<file path="config.mk">
export PLATFORM = sky130hd
export DESIGN_NAME = bayer_mosaic
export DESIGN_NICKNAME = d
export VERILOG_FILES = /design/src/rtl/bayer_mosaic.sv
export SDC_FILE = /design/constraint.sdc
export NUM_CORES = 1
export LEC_CHECK = 0
export CORE_MARGIN = 3
export CORE_UTILIZATION = 45
export CTS_BUF_LIST = sky130_fd_sc_hd__clkbuf_8
export DETAILED_ROUTE_END_ITERATION = 6
export HOLD_SLACK_MARGIN = 0.15
export MAX_ROUTING_LAYER = met4
export PLACE_DENSITY = 0.77
export SETUP_SLACK_MARGIN = 0.1
export SYNTH_ARGS = -nofsm -noshare
export SYNTH_HDL_FRONTEND = slang
export SYNTH_SLANG_ARGS = --single-unit
</file>
<file path="constraint.sdc">
create_clock -name clk -period 3.6 [get_ports clk]
set_input_delay 0.54 -clock clk [delete_from_list [all_inputs] [get_ports clk]]
set_output_delay 0.54 -clock clk [all_outputs]
set_load 0.01 [all_outputs]
</file>
<file path="src/rtl/bayer_mosaic.sv">
// -----------------------------------------------------------------------------
// bayer_mosaic
//
// Turns a stream of RGB pixels into a Bayer (RGGB) sample stream. Each pixel
// accepted inside a frame produces one 8-bit sample at its (x,y) position:
// red on even/even sites, blue on odd/odd sites, green elsewhere. The output
// stage is a single registered slot with one cycle of latency. It runs at
// full throughput, and a stalled sample holds steady until downstream takes it.
//
// Ports
//   clk, reset                 rising-edge clock, synchronous active-high reset
//   in_valid / in_ready        RGB input handshake
//   in_sof                     first pixel of a frame
//   in_red/in_green/in_blue    RGB channels
//   out_valid / out_ready      Bayer sample handshake
//   out_data                   selected channel
//   out_x / out_y              sample position
//   out_sof/out_eol/out_eof    first pixel / last of row / last of frame
//   sof_err                    pulse: in_sof arrived mid-frame (frame restarted)
//   frame_done                 pulse: the eof sample was taken downstream
// -----------------------------------------------------------------------------
module bayer_mosaic #(
    parameter int WIDTH  = 40,
    parameter int HEIGHT = 30
) (
    input  logic       clk,
    input  logic       reset,
    input  logic       in_valid,
    output logic       in_ready,
    input  logic       in_sof,
    input  logic [7:0] in_red,
    input  logic [7:0] in_green,
    input  logic [7:0] in_blue,
    output logic       out_valid,
    input  logic       out_ready,
    output logic [7:0] out_data,
    output logic [5:0] out_x,
    output logic [4:0] out_y,
    output logic       out_sof,
    output logic       out_eol,
    output logic       out_eof,
    output logic       sof_err,
    output logic       frame_done
);

    typedef enum logic {IDLE, RUN} state_t;

    state_t     state_q, state_d;
    logic [5:0] x_q, x_d;
    logic [4:0] y_q, y_d;

    logic       outValid_q;
    logic [7:0] outData_q;
    logic [5:0] outX_q;
    logic [4:0] outY_q;
    logic       outSof_q;
    logic       outEol_q;
    logic       outEof_q;
    logic       sofErr_q;
    logic       frameDone_q;

    logic       accept;
    logic       outFire;
    logic       emit;
    logic [5:0] posX;
    logic [4:0] posY;
    logic       lastCol;
    logic       lastRow;
    logic [7:0] sample;

    // The slot can take a new pixel when it is empty or being drained now.
    assign in_ready = !outValid_q || out_ready;
    assign accept   = in_valid && in_ready;
    assign outFire  = outValid_q && out_ready;

    // An in_sof pixel always lands at (0,0), whether it opens a frame from
    // IDLE or restarts one mid-frame. Pixels seen in IDLE without in_sof are
    // dropped silently.
    assign emit    = accept && (in_sof || state_q == RUN);
    assign posX    = in_sof ? 6'd0 : x_q;
    assign posY    = in_sof ? 5'd0 : y_q;
    assign lastCol = (posX == 6'(WIDTH - 1));
    assign lastRow = (posY == 5'(HEIGHT - 1));

    // RGGB site selection from the column and row parity.
    always_comb begin
        sample = in_green;
        case ({posX[0], posY[0]})
            2'b00:   sample = in_red;
            2'b11:   sample = in_blue;
            default: sample = in_green;
        endcase
    end

    // Raster position and frame state advance once per emitted sample.
    // The last pixel of the frame sends the FSM back to IDLE, so the next
    // frame must be opened with in_sof.
    always_comb begin
        state_d = state_q;
        x_d     = x_q;
        y_d     = y_q;
        if (emit) begin
            if (lastCol && lastRow) begin
                state_d = IDLE;
                x_d     = 6'd0;
                y_d     = 5'd0;
            end else begin
                state_d = RUN;
                if (lastCol) begin
                    x_d = 6'd0;
                    y_d = posY + 5'd1;
                end else begin
                    x_d = posX + 6'd1;
                    y_d = posY;
                end
            end
        end
    end

    // State, counters and the output slot. The sample fields change only
    // when a new sample is loaded, so they hold while downstream stalls.
    always_ff @(posedge clk) begin
        if (reset) begin
            state_q     <= IDLE;
            x_q         <= 6'd0;
            y_q         <= 5'd0;
            outValid_q  <= 1'b0;
            outData_q   <= 8'd0;
            outX_q      <= 6'd0;
            outY_q      <= 5'd0;
            outSof_q    <= 1'b0;
            outEol_q    <= 1'b0;
            outEof_q    <= 1'b0;
            sofErr_q    <= 1'b0;
            frameDone_q <= 1'b0;
        end else begin
            state_q     <= state_d;
            x_q         <= x_d;
            y_q         <= y_d;
            sofErr_q    <= accept && in_sof && (state_q == RUN) &&
                           ((x_q != 6'd0) || (y_q != 5'd0));
            frameDone_q <= outFire && outEof_q;
            if (emit) begin
                outValid_q <= 1'b1;
                outData_q  <= sample;
                outX_q     <= posX;
                outY_q     <= posY;
                outSof_q   <= (posX == 6'd0) && (posY == 5'd0);
                outEol_q   <= lastCol;
                outEof_q   <= lastCol && lastRow;
            end else if (outFire) begin
                outValid_q <= 1'b0;
            end
        end
    end

    assign out_valid  = outValid_q;
    assign out_data   = outData_q;
    assign out_x      = outX_q;
    assign out_y      = outY_q;
    assign out_sof    = outSof_q;
    assign out_eol    = outEol_q;
    assign out_eof    = outEof_q;
    assign sof_err    = sofErr_q;
    assign frame_done = frameDone_q;

endmodule

</file>
### After elaboration in Yosys (flattened, before gate mapping)

Index checks and enable logic that the tools add are counted.

* register bits after elaboration: 37
* input port bits: 29
* word-level logic and storage cells: 46

* add/sub/neg operators: 2
* equality and inequality tests: 3
* mux-type cells: 10
* reductions and logical operators: 19

Operator list (number)
* two-way mux 6 bit: 3
* one-hot mux 8 bit (2 select lines): 1
* two-way mux 5 bit: 3
* logical AND 1 bit: 9
* adder 6 x 1 -> 6 bit (second input constant): 1
* == test 6 bit (second input constant): 1
* zero test 6 bit: 1
* nonzero test 6 bit: 1
* adder 5 x 1 -> 5 bit (second input constant): 1
* == test 5 bit (second input constant): 1
* zero test 5 bit: 1
* nonzero test 5 bit: 1
* logical OR 1 bit: 3
* two-way mux 1 bit: 3
* == test 2 bit (second input constant): 1
* zero test 2 bit: 1
* nonzero test 2 bit: 1
* zero test 1 bit: 1

### Longest topological paths before layout

* depth in word-level cells: 6
* gate-level depth with buffers: 11
* depth with buffers taken out: 9

### Least setup slack after synthesis

No wires, ideal clock.

* kind: in2reg
* start: input port in_sof
* end: register y_q[4]
* arrival: 1.910 ns
* required time: 3.468 ns
* slack: 1.558 ns
* stages: 11
* buffers on the path: 2
* path through: buf_6 > inv_4 > nand2_4 > inv_2 > ha_1 > nand3_2 > nor4_4 > buf_6 > nand2_2 > o311ai_2 > a21oi_1

* cells in the longest elaborated chain, start to end: 4
* elaborated cells on any way between the ends: 10
* those cells by class: add/sub (1); eq/ne (2); mux (4); reduce/logical (3)

Ends and longest elaborated chain
* from (decl): line 30 `input logic in_sof,`
* two-way mux 6 bit *: line 80 `assign posX = in_sof ? 6'd0 : x_q;`
* named net posX[0]: line 65 `logic [5:0] posX;`
* == test 6 bit *: line 82 `assign lastCol = (posX == 6'(WIDTH - 1));`
* two-way mux 5 bit / logical AND 1 bit (equally long branches): line 109, 103
* two-way mux 5 bit *: line 103 `if (lastCol && lastRow) begin`
* to (signal assigned): line 139 `y_q <= y_d;`
* to (decl): line 50 `logic [4:0] y_q, y_d;`

The timed path passes the listed nets; every way through them passes the cells marked *.
A chain may end at the register's enable or synchronous reset.

### Worst setup path in the final report

* start: input port in_sof
* end: register y_q[3]

The elaborated chain is that of the path after synthesis.

==> metrics.csv <==
stage;metric;value;unit
cts;cts_root_buf;clkbuf_8;
global_route;grt_antenna_before_repair;0;
synth;synth_compound_area_frac;0.251;
drt;wirelength;4.44;mm
die;dieArea;4860;sq um
worst_setup_path;required;3.80;ns
die;std_cell_rows;22;
cells_and_area;final_area;2410;sq um
hold_path;worstHoldPathType;reg2reg;
global_route;track_usage;0.194;
timing;hold_viol_final;0;
drt;drtIter0Drc;133;
timing;period_share;0.694;
timing;finalSetupViolations;0;
synth;ys.flop_type;dfxtp_1;
global_route;grt_max_degree;34;
cts;clk_pin_slew;0.07;ns
cts;clk_latency;0.29;ns
cts;clockBufferDepth;2;
timing;tns;0;ns
cts;cts_resized;0;
cells_and_area;areaGrowthSynthToFinish;32.0;%
cts;hold_buffers;0;
global_route;grt-ovfl-total;0;
synth;synth-simple-area-share;0.244;
pwr;total_power;830;uW
cts;postCtsSetupBuffers;0;
timing;rsz0062_at_grt;no;
worst_setup_path;worst-setup-path-type;in2reg;
pwr;ir_drop;0.000282;V
global_route;grt_pass1_wl;7.50;mm
pwr;p_leak;0.865;nW
synth;synth_top_cell_by_area;dfxtp_1;
die;num_io_pins;55;
pwr;p_per_area;344;nW/um^2
timing;slew_violations;0;
global_route;grt_pass1_vias;1609;
timing;tightest_slew;0.868;ns
synth;synth_top_family_by_area;compound AO/OA/AOI/OAI gates;
die;die_y;69.7;um
place;io_buffers;54;
synth;synth_top_area_frac;0.405;
die;die_x;69.7;um
synth;synth-adder-area-share;0.0274;
synth;synth_seq_cells;37;
drt;avgViaCountPerCell;5.42;
cells_and_area;layout.cells.non_filler;313;
synth;synth_nets;254;
timing;fin_skew;0.00380;ns
cts;numCtsBuffers;5;
synth;synth_xor_xnor_area_share;0;
worst_setup_path;critPathCaptureType;register;
synth;synth_enable_flop_cells;0;
synth;synth_warnings;0;
hold_path;min-delay-start;out_data[3];
worst_setup_path;r2r_start;x_q[0];
drt;avgRoutedWirePerCell;14.2;um
outcome;status;complete, no violations;
timing;fmax;400;MHz
synth;avgSynthCellArea;8.27;sq um
run;drv_cap;0;
synth;ys_async_sr_fraction;0;
timing;finalCriticalPeriod;2.50;ns
cells_and_area;n_antenna_cell;0;
drt;ant_nets;0;
synth;yosys-top-cells-area;dfxtp_1, nand2_1, a22oi_1;
drt;drc;0;
synth;syn_area;1830;sq um
cells_and_area;drive_gt1_frac;0.0792;
cts;h-tree-depth;2;
drt;drtPass1Iterations;4;
synth;synth.area.mux_share;0;
timing;slew_headroom;0.418;
cts;clock-sinks;37;
place;placed_cells;306;
worst_setup_path;worst_ep_arrival_time;2.70;ns
worst_setup_path;start_kind;input port;
place;routabilityCongestion;0.889;
die;coreArea;3800;sq um
synth;netlist_instances;221;
place;dpl_cell_area;2330;sq um
die;start_util;0.481;
place;place_hpwl;3.12;mm
cells_and_area;final_nets;298;
worst_setup_path;critPathMaxFanout;12;
synth;seq_area_frac_synth;0.405;
cts;cts_tree;done;
drt;vias;1696;
synth;yosysUniqueCellTypes;45;
worst_setup_path;worstSetupStartpoint;in_sof;
-- synthesized netlist by cell type, drive strengths merged, types with 2 or more instances --
cell    instances
a22oi          19
nand2          42
nor4            2
and3            3
o21ai          11
a21oi          23
inv             4
nor2           24
ha              4
nand2b          2
nand4           3
nor3            4
buf            12
o211ai          2
a31oi           2
nand3           6
dfxtp          37
a211oi          3
clkbuf          7
-- path summary, 6_finish.rpt --
check	depth (start not counted)	slack, ns	to
min	2	0.45	out_data[3]
min reg2reg	2	0.45	out_data[3]
max reg2reg	8	1.51	y_q[3]
max	10	1.10	y_q[3]
-- registers in the layout, indices dropped and copies added (netlist names), 5 cells and up --
register,flops
y_q,5
x_q,6
out_y,5
out_x,6
out_data,8
-- per-layer routing --
layer  GRT usage  wire length [um]  vias to the layer above
li1            -                 -                      872
met1       0.243              2010                      760
met2       0.297              2040                       50
met3      0.0565               287                       14
met4      0.0702               102                        0
met5           -                 0                        -
-- area by class of cell --
cell class                 count  area, sq um
fill                         358         1390
multi-input combinational    161          953
sequential                    37          741
timing repair buffer          56          556
clock buffer                   6         82.6
tap                           48         60.1
inverter                       4         17.5
clock inverter                 1         3.75
-- cell families after synthesis --
group                      count (synthesis)
DFF                                       37
adders and majority gates                  4
AOI/OAI and AO/OA                         67
buffers and inverters                     23
and+or+nand+nor                           90
-- worst max-delay path, cell delays in order --
cell             delay (ns)
clkdlybuf4s50_1        0.46
inv_4                  0.12
nand2_4                0.06
inv_2                  0.10
ha_1                   0.26
nand3_2                0.13
nor4_4                 0.53
and3_1                 0.26
nand3b_1               0.08
a31oi_1                0.16
-- power by group --
group | internal, mW | switching, mW | total, mW
registers | 0.420 | 0.00697 | 0.427
logic | 0.0608 | 0.0590 | 0.120
clock network | 0.149 | 0.134 | 0.283
-- layout by cell type (no fill, tap or decap), drive strengths merged --
cell	Yosys	final
clkdlybuf4s50	0	54
nand2	42	42
dfxtp	37	37
nor2	24	24
a21oi	23	23
a22oi	19	19
o21ai	11	11
clkbuf	7	6
nand3	6	6
inv	4	5
nor3	4	4
ha	4	4
and3	3	3
a211oi	3	3
nand4	3	3
a31oi	2	2
buf	12	2
nand2b	2	2
o211ai	2	2
nor4	2	2
o211a	1	1
a41oi	1	1
nand3b	1	1
o2111ai	1	1
nand4b	1	1
o41ai	1	1
and4	1	1
a311oi	1	1
o311ai	1	1
a2111oi	1	1
and4b	1	1
-- per-stage QoR --
| stage | util | setup WS [ns] | hold WS, ns |
|---|---|---|---|
| 6_report | 0.635 | 1.10 | 0.452 |
| 5_1_grt | 0.635 | 0.901 | 0.478 |
| 4_1_cts | 0.635 | 1.13 | 0.456 |
| 3_5_place_dp | 0.613 | 0.832 | 0.447 |
| 3_3_place_gp | 0.613 | 0.888 | 0.439 |
| 2_1_floorplan | - | 1.56 | 0.471 |
Power figures use the tool's default switching activity.
